### src/rtl/idct_frame_sequencer_pkg.sv
// Shared definitions for the IDCT frame sequencer and the Full_idct datapath.
// Holds the FSM state encoding and the default pipeline offsets. Keeping them here
// means the datapath and the schedule always agree.
package idct_pkg;

  localparam int ADDR_W    = 15;
  localparam int NUM_ROWS  = 16384;
  localparam int TP1_START = 26;
  localparam int TP2_START = 35;
  localparam int OUT_START = 44;

  typedef enum logic [1:0] {
    IDLE  = 2'd0,
    RUN   = 2'd1,
    DRAIN = 2'd2,
    DONE  = 2'd3
  } seqState_t;

endpackage

### src/rtl/idct_frame_sequencer_if.sv
// Control bundle between the frame sequencer, the frame controller, the SRAMs
// and the two transpose memories. The sequencer drives everything except start.
interface idct_frame_sequencer_if #(
  parameter int ADDR_W = idct_pkg::ADDR_W
);

  logic              start;
  logic              busy;
  logic              done;
  logic              rd_en;
  logic [ADDR_W-1:0] rd_addr;
  logic              tp1_enable;
  logic              tp1_rst_n;
  logic              tp2_enable;
  logic              tp2_rst_n;
  logic              wr_en;
  logic [ADDR_W-1:0] wr_addr;

  modport master (
    input  start,
    output busy, done, rd_en, rd_addr,
    output tp1_enable, tp1_rst_n, tp2_enable, tp2_rst_n,
    output wr_en, wr_addr
  );

  modport slave (
    output start,
    input  busy, done, rd_en, rd_addr,
    input  tp1_enable, tp1_rst_n, tp2_enable, tp2_rst_n,
    input  wr_en, wr_addr
  );

endinterface

### src/rtl/idct_frame_sequencer.sv
// Frame sequencer for the two-pass IDCT. It streams NUM_ROWS coefficient reads,
// arms the transpose memories at fixed offsets, and streams NUM_ROWS output writes
// starting OUT_START cycles after the first read. Completion is reported with a
// one-cycle done pulse. Every output comes straight from a register.
module idct_frame_sequencer #(
  parameter int ADDR_W    = idct_pkg::ADDR_W,
  parameter int NUM_ROWS  = idct_pkg::NUM_ROWS,
  parameter int TP1_START = idct_pkg::TP1_START,
  parameter int TP2_START = idct_pkg::TP2_START,
  parameter int OUT_START = idct_pkg::OUT_START
) (
  input  logic                  clk,
  input  logic                  reset,
  idct_frame_sequencer_if.master bus
);

  import idct_pkg::*;

  localparam int                CYC_W      = ADDR_W + 1;
  localparam logic [ADDR_W-1:0] LAST_ROW   = ADDR_W'(NUM_ROWS - 1);
  localparam logic [CYC_W-1:0]  CYC_TP1    = CYC_W'(TP1_START);
  localparam logic [CYC_W-1:0]  CYC_TP2    = CYC_W'(TP2_START);
  localparam logic [CYC_W-1:0]  CYC_OUT    = CYC_W'(OUT_START);
  localparam logic [CYC_W-1:0]  CYC_WR_ARM = CYC_W'(OUT_START - 1);

  // Offsets must be strictly ordered and frames must be whole 8x8 blocks.
  if (!(TP1_START >= 0 && TP1_START < TP2_START && TP2_START < OUT_START) ||
      (NUM_ROWS % 8 != 0) || (NUM_ROWS < 8)) begin : g_paramCheck
    $error("idct_frame_sequencer: illegal offsets or NUM_ROWS");
  end

  seqState_t         r_state, w_stateNext;
  logic [CYC_W-1:0]  r_cyc, w_cycNext, w_cycStep;
  logic [ADDR_W-1:0] r_rdAddr, w_rdAddrNext;
  logic [ADDR_W-1:0] r_wrAddr, w_wrAddrNext;
  logic              r_rdEn, w_rdEnNext;
  logic              r_wrEn, w_wrEnNext;
  logic              r_tp1, w_tp1Next;
  logic              r_tp2, w_tp2Next;
  logic              r_busy, w_busyNext;
  logic              r_done, w_doneNext;

  // The cycle counter only matters up to OUT_START, so it parks there.
  assign w_cycStep = (r_cyc == CYC_OUT) ? r_cyc : r_cyc + CYC_W'(1);

  // Next-state and next-output logic; every register holds unless a branch says otherwise.
  always_comb begin
    w_stateNext  = r_state;
    w_cycNext    = r_cyc;
    w_rdEnNext   = r_rdEn;
    w_rdAddrNext = r_rdAddr;
    w_wrEnNext   = r_wrEn;
    w_wrAddrNext = r_wrAddr;
    w_tp1Next    = r_tp1;
    w_tp2Next    = r_tp2;
    w_busyNext   = r_busy;
    w_doneNext   = 1'b0;
    case (r_state)
      IDLE: begin
        w_busyNext = 1'b0;
        w_rdEnNext = 1'b0;
        w_wrEnNext = 1'b0;
        w_tp1Next  = 1'b0;
        w_tp2Next  = 1'b0;
        if (bus.start) begin
          w_stateNext  = RUN;
          w_busyNext   = 1'b1;
          w_cycNext    = '0;
          w_rdEnNext   = 1'b1;
          w_rdAddrNext = '0;
          w_wrAddrNext = '0;
          w_tp1Next    = (TP1_START == 0);
        end
      end
      RUN, DRAIN: begin
        w_cycNext = w_cycStep;
        if (w_cycStep == CYC_TP1) w_tp1Next = 1'b1;
        if (w_cycStep == CYC_TP2) w_tp2Next = 1'b1;
        if (r_state == RUN) begin
          if (r_rdAddr == LAST_ROW) begin
            w_rdEnNext  = 1'b0;
            w_stateNext = DRAIN;
          end else begin
            w_rdAddrNext = r_rdAddr + ADDR_W'(1);
          end
        end
        if (r_wrEn) begin
          if (r_wrAddr == LAST_ROW) begin
            w_wrEnNext  = 1'b0;
            w_doneNext  = 1'b1;
            w_stateNext = DONE;
          end else begin
            w_wrAddrNext = r_wrAddr + ADDR_W'(1);
          end
        end else if (r_cyc == CYC_WR_ARM) begin
          w_wrEnNext = 1'b1;
        end
      end
      DONE: begin
        w_stateNext = IDLE;
        w_busyNext  = 1'b0;
        w_tp1Next   = 1'b0;
        w_tp2Next   = 1'b0;
      end
      default: w_stateNext = IDLE;
    endcase
  end

  // State register; a low reset abandons any frame in flight.
  always_ff @(posedge clk) begin
    if (!reset) r_state <= IDLE;
    else        r_state <= w_stateNext;
  end

  // Counter, address and output registers.
  always_ff @(posedge clk) begin
    if (!reset) begin
      r_cyc    <= '0;
      r_rdEn   <= 1'b0;
      r_rdAddr <= '0;
      r_wrEn   <= 1'b0;
      r_wrAddr <= '0;
      r_tp1    <= 1'b0;
      r_tp2    <= 1'b0;
      r_busy   <= 1'b0;
      r_done   <= 1'b0;
    end else begin
      r_cyc    <= w_cycNext;
      r_rdEn   <= w_rdEnNext;
      r_rdAddr <= w_rdAddrNext;
      r_wrEn   <= w_wrEnNext;
      r_wrAddr <= w_wrAddrNext;
      r_tp1    <= w_tp1Next;
      r_tp2    <= w_tp2Next;
      r_busy   <= w_busyNext;
      r_done   <= w_doneNext;
    end
  end

  assign bus.busy       = r_busy;
  assign bus.done       = r_done;
  assign bus.rd_en      = r_rdEn;
  assign bus.rd_addr    = r_rdAddr;
  assign bus.tp1_enable = r_tp1;
  assign bus.tp1_rst_n  = r_tp1;
  assign bus.tp2_enable = r_tp2;
  assign bus.tp2_rst_n  = r_tp2;
  assign bus.wr_en      = r_wrEn;
  assign bus.wr_addr    = r_wrAddr;

endmodule

### src/flat_wrapper.sv
// flat-port wrapper written by rule: the top's interface ports become plain ports
module idct_frame_sequencer_flat import idct_pkg::*;
#(
  parameter int ADDR_W    = idct_pkg::ADDR_W,
  parameter int NUM_ROWS  = idct_pkg::NUM_ROWS,
  parameter int TP1_START = idct_pkg::TP1_START,
  parameter int TP2_START = idct_pkg::TP2_START,
  parameter int OUT_START = idct_pkg::OUT_START
)
  (clk, reset, bus_start, bus_busy, bus_done, bus_rd_en, bus_rd_addr, bus_tp1_enable, bus_tp1_rst_n, bus_tp2_enable, bus_tp2_rst_n, bus_wr_en, bus_wr_addr);
  idct_frame_sequencer_if #(.ADDR_W(ADDR_W)) bus_i ();
  input  logic clk;
  input  logic reset;
  input wire logic [$bits(bus_i.start)-1:0] bus_start;
  output wire logic [$bits(bus_i.busy)-1:0] bus_busy;
  output wire logic [$bits(bus_i.done)-1:0] bus_done;
  output wire logic [$bits(bus_i.rd_en)-1:0] bus_rd_en;
  output wire logic [$bits(bus_i.rd_addr)-1:0] bus_rd_addr;
  output wire logic [$bits(bus_i.tp1_enable)-1:0] bus_tp1_enable;
  output wire logic [$bits(bus_i.tp1_rst_n)-1:0] bus_tp1_rst_n;
  output wire logic [$bits(bus_i.tp2_enable)-1:0] bus_tp2_enable;
  output wire logic [$bits(bus_i.tp2_rst_n)-1:0] bus_tp2_rst_n;
  output wire logic [$bits(bus_i.wr_en)-1:0] bus_wr_en;
  output wire logic [$bits(bus_i.wr_addr)-1:0] bus_wr_addr;
  assign bus_i.start = bus_start;
  assign bus_busy = bus_i.busy;
  assign bus_done = bus_i.done;
  assign bus_rd_en = bus_i.rd_en;
  assign bus_rd_addr = bus_i.rd_addr;
  assign bus_tp1_enable = bus_i.tp1_enable;
  assign bus_tp1_rst_n = bus_i.tp1_rst_n;
  assign bus_tp2_enable = bus_i.tp2_enable;
  assign bus_tp2_rst_n = bus_i.tp2_rst_n;
  assign bus_wr_en = bus_i.wr_en;
  assign bus_wr_addr = bus_i.wr_addr;
  idct_frame_sequencer #(.ADDR_W(ADDR_W), .NUM_ROWS(NUM_ROWS), .TP1_START(TP1_START), .TP2_START(TP2_START), .OUT_START(OUT_START)) u_core (.clk(clk), .reset(reset), .bus(bus_i));
endmodule
### config.mk
export PLATFORM = sky130hd
export DESIGN_NAME = idct_frame_sequencer_flat
export DESIGN_NICKNAME = d
export VERILOG_FILES = /design/src/rtl/idct_frame_sequencer_pkg.sv /design/src/rtl/idct_frame_sequencer_if.sv /design/src/rtl/idct_frame_sequencer.sv /design/src/flat_wrapper.sv
export SDC_FILE = /design/constraint.sdc
export NUM_CORES = 1
export LEC_CHECK = 0
export CORE_UTILIZATION = 42
export DETAILED_ROUTE_END_ITERATION = 6
export GPL_ROUTABILITY_DRIVEN = 0
export SETUP_SLACK_MARGIN = 0.1
export SLEW_MARGIN = 20
export SYNTH_ARGS = -nofsm -noshare
export SYNTH_HDL_FRONTEND = slang
export SYNTH_SLANG_ARGS = --single-unit
### constraint.sdc
create_clock -name clk -period 3.5 [get_ports clk]
set_input_delay 0.35 -clock clk [delete_from_list [all_inputs] [get_ports clk]]
set_output_delay 0.35 -clock clk [all_outputs]
set_load 0.005 [all_outputs]
==> out/qor.txt, run 1 <==
======================================================================================================
Number of buffers on the longest clock path                                                          2
Dominant synthesized flop cell                                                                 dfxtp_1
Share of the core filled with cells in the final layout                                         0.5060
Worst hold path stage count                                                                          2
All-Layer GR Usage                                                                              0.1869
RSZ-0062 raised after global routing                                                                no
Via count of the first global-routing pass                                                       2,670
CTS tree                                                                                         built
DIE HEIGHT                                                                                    90.50 um
Fmax                                                                                         453.5 MHz
Clock transition at the register clock pins on the worst setup and hold paths after CTS        0.10 ns
Routed wire per std cell                                                                      14.13 um
Synthesis-to-finish area growth                                                                 13.96%
Layout cells sized above 1                                                                     0.08747
Result of the run                                                                         finished, final reports clean
Most frequent cells in the layout                                                         dfxtp_1, nor2_1, clkdlybuf4s50_1, nand2_1, nand3_1
Number of flops mapped to enable cells by yosys                                                      0
Maximum fanout count along the critical path                                                        14
Slew Viols, Final                                                                                    0
Pleak                                                                                      0.001216 uW
Number of H-tree branching levels                                                                    2
Syn Std Cell Area                                                                             3289 um2
Setup crit start kind                                                                         register
Synth Area per Inst                                                                          8.224 um2
DRC viols                                                                                            0
Class of the most critical setup path                                                     register to register
Initial antenna violation count                                                                      0
Number of top-level design ports                                                                    41
Max-cap violations                                                                                   0
Synth warnings                                                                                       0
Cell Pwr Density                                                                          314.4 nW/um2
Final cycle utilization of the critical path                                                    0.6300
Number of iterations in the first detailed-routing pass                                              4
Minimum clock period                                                                          2.205 ns
Area post-placement                                                                           3638 um2
Peak ir drop on the vdd network                                                              0.2054 mV
Final-report setup violation count                                                                   0
Count of inserted antenna diode cells                                                                0
Post-route insts no fill                                                                           522
Number of placed instances with taps included                                                      514
Slew at the pin with the worst max-slew slack                                                0.6243 ns
Hold-fix buffers, CTS                                                                                0
Clock root buffer                                                                             clkbuf_8
Clock net sink count                                                                                54
Clk Latency, worst-skew pair                                                                   0.31 ns
Post-CTS Setup Bufs                                                                                  0
Worst Reg2Reg Path Length in Cells                                                                   6
CP required                                                                                    3.69 ns
Total wire length                                                                              7375 um
Design Power                                                                                   1179 uW
Width of the die                                                                              90.50 um
I/O Buffers                                                                                         40
Share of the yosys chip area belonging to registers                                             0.3286
Dpl hpwl                                                                                       5104 um
Setup skew after layout                                                                    0.007024 ns
WP data arrival                                                                                2.39 ns
Worst-case headroom to the max-slew limit                                                       0.5800
Iteration-0 DRC Markers                                                                            122
Filler instances                                                                                   742
Proportion of register bits with asynchronous set or reset after synthesis                           0
Post-Syn Nets                                                                                      415
Final antenna-violating net count                                                                    0
Cell area after layout                                                                        3749 um2
Total negative setup slack                                                                        0 ns
# rows                                                                                              31
Per-cell via count in the routed design                                                          5.406
Core area                                                                                     7408 um2
Crit. End Element                                                                             register
Global-route wire length before repair                                                       12,740 um
Leading cell type in the layout, fill and taps excluded                                        dfxtp_1
Resized Gates After CTS                                                                              0
NumNets Final                                                                                      437
Synthesized instance count                                                                         400
Global route overflow                                                                                0
Total number of vias                                                                             2,822
CTS Buf Count                                                                                        5
Largest net degree at the start of global routing                                                   35
Post-synthesis cell type count                                                                      59
Die area                                                                                      8190 um2
Flip-flop and latch count after synthesis                                                           54
Worst min path class                                                                      register to register
Count of final hold-check violations                                                                 0
Effective utilization at floorplan                                                              0.4440
======================================================================================================
[worst max-delay path, cell delays in order, from the launching register on]
cell and delay, ns:
dfxtp_1 0.41, inv_1 0.12, ha_1 0.44, nor2b_1 0.19, nand2_1 0.33, nand2_1 0.49, nor2_1 0.11
[synth_stat cells (all sizes together), types with 5 or more instances]
| cell type | n | area share |
|---|---|---|
| dfxtp | 54 | 0.33 |
| nand4 | 15 | 0.034 |
| a21boi | 11 | 0.025 |
| nand3 | 29 | 0.044 |
| clkbuf | 12 | 0.026 |
| nor2 | 48 | 0.057 |
| nor2b | 17 | 0.032 |
| ha | 12 | 0.046 |
| o21ai | 22 | 0.036 |
| a21oi | 23 | 0.037 |
| mux2 | 6 | 0.022 |
| xnor2 | 22 | 0.059 |
| nor3 | 11 | 0.017 |
| a22oi | 9 | 0.021 |
| and3 | 5 | 0.0099 |
| nand2 | 32 | 0.037 |
| inv | 7 | 0.0080 |
| buf | 17 | 0.036 |
[cell families (layout without fill, tap and decap cells)]
| family | count (synthesis) | after routing | synth area share |
|---|---|---|---|
| AOI/OAI and AO/OA | 81 | 81 | 0.1662 |
| xor gates and xnor gates | 26 | 26 | 0.06923 |
| adders and majority gates | 12 | 12 | 0.04564 |
| buffers and inverters | 36 | 59 | 0.07037 |
| DFF | 54 | 54 | 0.3286 |
| muxes | 7 | 7 | 0.02472 |
| and+or+nand+nor | 184 | 184 | 0.2952 |
[cell type report]
class	instances	area (um2)	share of cell area
clock buffer	6	72.57	0.01936
clock inverter	2	37.54	0.01001
inverter	7	26.28	0.007009
multi-input combinational	310	1977	0.5274
sequential	54	1081	0.2884
tap	99	123.9	0.03304
timing repair buffer	44	430.4	0.1148
[per-stage QoR]
| step | hold WS [ns] | setup slack (ns) |
|---|---|---|
| 2_1_floorplan | 0.4418 | 1.432 |
| 3_3_place_gp | 0.4509 | 1.279 |
| 3_5_place_dp | 0.4600 | 1.248 |
| 4_1_cts | 0.4743 | 1.305 |
| 5_1_grt | 0.5077 | 1.056 |
| 6_report | 0.4679 | 1.295 |
[layer usage]
layer	up-vias	share of wire	track usage
li1	1444	-	-
met3	2	0.040	0.03620
met4	0	0.0057	0.03629
met5	-	0	0
met2	56	0.46	0.3150
met1	1320	0.49	0.2477
[final timing paths]
path,slack [ns],from,endpoint
setup / recovery,1.30,u_core.r_state[0]$_SDFFE_PN0P_,u_core.bus.rd_addr[8]$_SDFFE_PN0P_
hold / removal,0.47,u_core.bus.rd_addr[14]$_SDFFE_PN0P_,u_core.bus.rd_addr[14]$_SDFFE_PN0P_
setup reg to reg,1.30,u_core.r_state[0]$_SDFFE_PN0P_,u_core.bus.rd_addr[8]$_SDFFE_PN0P_
hold reg to reg,0.47,u_core.bus.rd_addr[14]$_SDFFE_PN0P_,u_core.bus.rd_addr[14]$_SDFFE_PN0P_
[power breakdown]
part | switching, uW | internal, uW
registers | 7.81 | 620
clock network | 216 | 214
logic | 81.0 | 40.1
[sequential cells by signal, indices dropped and copies added, names as in the netlist]
register	count
u_core.r_state	2
u_core.bus.tp1_enable	1
u_core.bus.rd_addr	15
u_core.bus.wr_addr	15
u_core.bus.tp2_enable	1
u_core.bus.rd_en	1
u_core.bus.done	1
u_core.bus.busy	1
u_core.bus.wr_en	1
u_core.r_cyc	16
Power figures use the tool's default switching activity.
==> inputs of run 2 (changes only) <==
==> constraint.sdc (replaced) <==
create_clock -name clk -period 2.3 [get_ports clk]
set_input_delay 0.23 -clock clk [delete_from_list [all_inputs] [get_ports clk]]
set_output_delay 0.23 -clock clk [all_outputs]
set_load 0.005 [all_outputs]
==> out/qor.txt, run 2 (synthesis gave the netlist of run 1 again) <==
======================================================================================================
Result of the run                                                                         finished, final reports clean
Count of inserted antenna diode cells                                                                0
Largest net degree at the start of global routing                                                   33
Post-CTS Setup Bufs                                                                                  0
DIE HEIGHT                                                                                    90.50 um
Dpl hpwl                                                                                       5047 um
Peak ir drop on the vdd network                                                              0.3309 mV
Routed wire per std cell                                                                      13.29 um
Slew Viols, Final                                                                                    0
Buf/Inv on CP                                                                                        1
Top reg by flops                                                                          u_core.r_cyc
GR Util met1                                                                                    0.2451
Area used by multi-input combinational logic                                                  1977 um2
CP Cell Sequence                                                                          inv_1 > ha_1 > nor2b_1 > or4_4 > a211oi_2 > nand3_1 > xor2_1 > nor2_1
Global routing's busiest layer                                                                    met2
NumNets Final                                                                                      447
Initial antenna violation count                                                                      0
Count of final hold-check violations                                                                 0
Met3 usage in global routing                                                                   0.02862
Worst min path class                                                                      register to register
Via count of the first global-routing pass                                                       2,584
Share of the core filled with cells in the final layout                                         0.5202
Final setup slack of the worst path                                                          0.2444 ns
Max-cap violations                                                                                   0
Minimum clock period                                                                          2.056 ns
Pleak                                                                                      0.001282 uW
DRC viols                                                                                            0
Number of iterations in the first detailed-routing pass                                              4
Number of buffers on the longest clock path                                                          2
Iteration-0 DRC Markers                                                                            106
Critical Path Max Stage Delay                                                                  0.46 ns
Core area                                                                                     7408 um2
CP required                                                                                    2.51 ns
Class of the most critical setup path                                                     register to register
RSZ-0062 raised after global routing                                                                no
Cell family with the largest share of critical-path delay                                 simple AND/OR/NAND/NOR gates
Total negative setup slack                                                                        0 ns
Fmax                                                                                         486.5 MHz
WP data arrival                                                                                2.26 ns
Pre-CTS worst setup slack                                                                    0.1980 ns
Post-route insts no fill                                                                           532
Total number of vias                                                                             2,848
Setup crit start kind                                                                         register
Slowest-stage cell, CP                                                                           or4_4
Global-route wire length before repair                                                       12,120 um
Die area                                                                                      8190 um2
Filler instances                                                                                   725
Per-cell via count in the routed design                                                          5.353
Flip-flop count of the largest register after layout                                                16
Effective utilization at floorplan                                                              0.4440
Synthesis-to-finish area growth                                                                 17.15%
Final cycle utilization of the critical path                                                    0.8937
Final-report setup violation count                                                                   0
Most frequent cells in the layout                                                         dfxtp_1, nor2_1, clkdlybuf4s50_1, nand2_1, nand3_1
CTS tree                                                                                         built
Final antenna-violating net count                                                                    0
CTS Buf Count                                                                                        5
Leading cell type in the layout, fill and taps excluded                                        dfxtp_1
Clock net sink count                                                                                54
# rows                                                                                              31
Layout cells sized above 1                                                                      0.1155
Clock root buffer                                                                             clkbuf_8
Width of the die                                                                              90.50 um
Global routing met2 resource utilization                                                        0.2822
Number of placed instances with taps included                                                      524
Cell Pwr Density                                                                          498.4 nW/um2
Maximum fanout count along the critical path                                                         5
Crit. End Element                                                                             register
Setup skew after layout                                                                    0.007243 ns
Clk Latency, worst-skew pair                                                                   0.30 ns
All-Layer GR Usage                                                                              0.1752
Total wire length                                                                              7069 um
Register area                                                                                 1084 um2
Number of H-tree branching levels                                                                    2
I/O Buffers                                                                                         40
Clock transition at the register clock pins on the worst setup and hold paths after CTS        0.10 ns
Number of top-level design ports                                                                    41
Global route overflow                                                                                0
Worst-case headroom to the max-slew limit                                                       0.6778
Slew at the pin with the worst max-slew slack                                                0.4788 ns
======================================================================================================
-- run 2: cell count changes in the layout (fill, tap and decap cells not counted) --
| cell | delta |
|---|---|
| clkbuf_1 | -1 |
| dfxtp_1 | -2 |
| clkinvlp_4 | -1 |
| clkinv_4 | +1 |
| dfxtp_2 | +2 |
| bufinv_16 | +1 |
| buf_4 | +10 |
-- run 2: report_power, final --
part	internal [uW]	switching, uW	leakage [uW]	total [uW]
sequential	944	11.6	0.000436	956
clock	437	333	0.0000683	769
combinational	74.5	121	0.000777	196
-- run 2: final cells by class --
class | instances | share of cell area
multi-input cells | 310 | 0.5130
flip-flops and latches | 54 | 0.2812
repair buffers | 54 | 0.1312
well taps | 99 | 0.03214
clock buffers | 5 | 0.01786
clock inverters | 3 | 0.01786
inverters | 7 | 0.006818
-- run 2: path summary, 6_finish.rpt --
kind	slack [ns]	from	depth (start not counted)	to
max	0.24	u_core.r_state[0]$_SDFFE_PN0P_	8	u_core.bus.wr_addr[12]$_SDFFE_PN0P_
min	0.48	u_core.bus.rd_addr[14]$_SDFFE_PN0P_	2	u_core.bus.rd_addr[14]$_SDFFE_PN0P_
max reg2reg	0.24	u_core.r_state[0]$_SDFFE_PN0P_	8	u_core.bus.wr_addr[12]$_SDFFE_PN0P_
min reg2reg	0.48	u_core.bus.rd_addr[14]$_SDFFE_PN0P_	2	u_core.bus.rd_addr[14]$_SDFFE_PN0P_
-- run 2: timing repair --
action | 4_1_cts | 5_1_grt
resized for setup | 0 | 2
hold buffers | 0 | 0
endpoints found under the setup margin | 0 | 2
-- run 2: layer usage --
| metal | vias to the layer above | share of wire |
|---|---|---|
| met5 | - | 0 |
| met2 | 59 | 0.46 |
| met3 | 2 | 0.035 |
| met4 | 0 | 0.0054 |
| li1 | 1463 | - |
| met1 | 1324 | 0.50 |
-- run 2: metrics by stage --
step	hold slack [ns]	instance area, um2	total power (uW)
after floorplan	0.3823	3289	1113
after global placement	0.4575	3714	1175
after detailed placement	0.4607	3714	1175
after CTS	0.4762	3851	1945
after global routing	0.4989	3854	2004
final	0.4798	3854	1921
-- run 2: worst register-to-register path, cell delays in order (launching register included) --
cell      delay, ns
dfxtp_2        0.38
inv_1          0.09
ha_1           0.23
nor2b_1        0.18
or4_4          0.46
a211oi_2       0.31
nand3_1        0.13
xor2_1         0.14
nor2_1         0.05
==> inputs of run 3 (changes only) <==
--- a/config.mk
+++ b/config.mk
@@ -6,8 +6,10 @@
 export NUM_CORES = 1
 export LEC_CHECK = 0
 export CORE_UTILIZATION = 42
+export CTS_CLUSTER_DIAMETER = 80
 export DETAILED_ROUTE_END_ITERATION = 6
 export GPL_ROUTABILITY_DRIVEN = 0
+export HOLD_SLACK_MARGIN = 0.12
 export SETUP_SLACK_MARGIN = 0.1
 export SLEW_MARGIN = 20
 export SYNTH_ARGS = -nofsm -noshare
==> results of run 3 <==
Same layout as run 2: the final DEF is identical, and so are final timing and power.
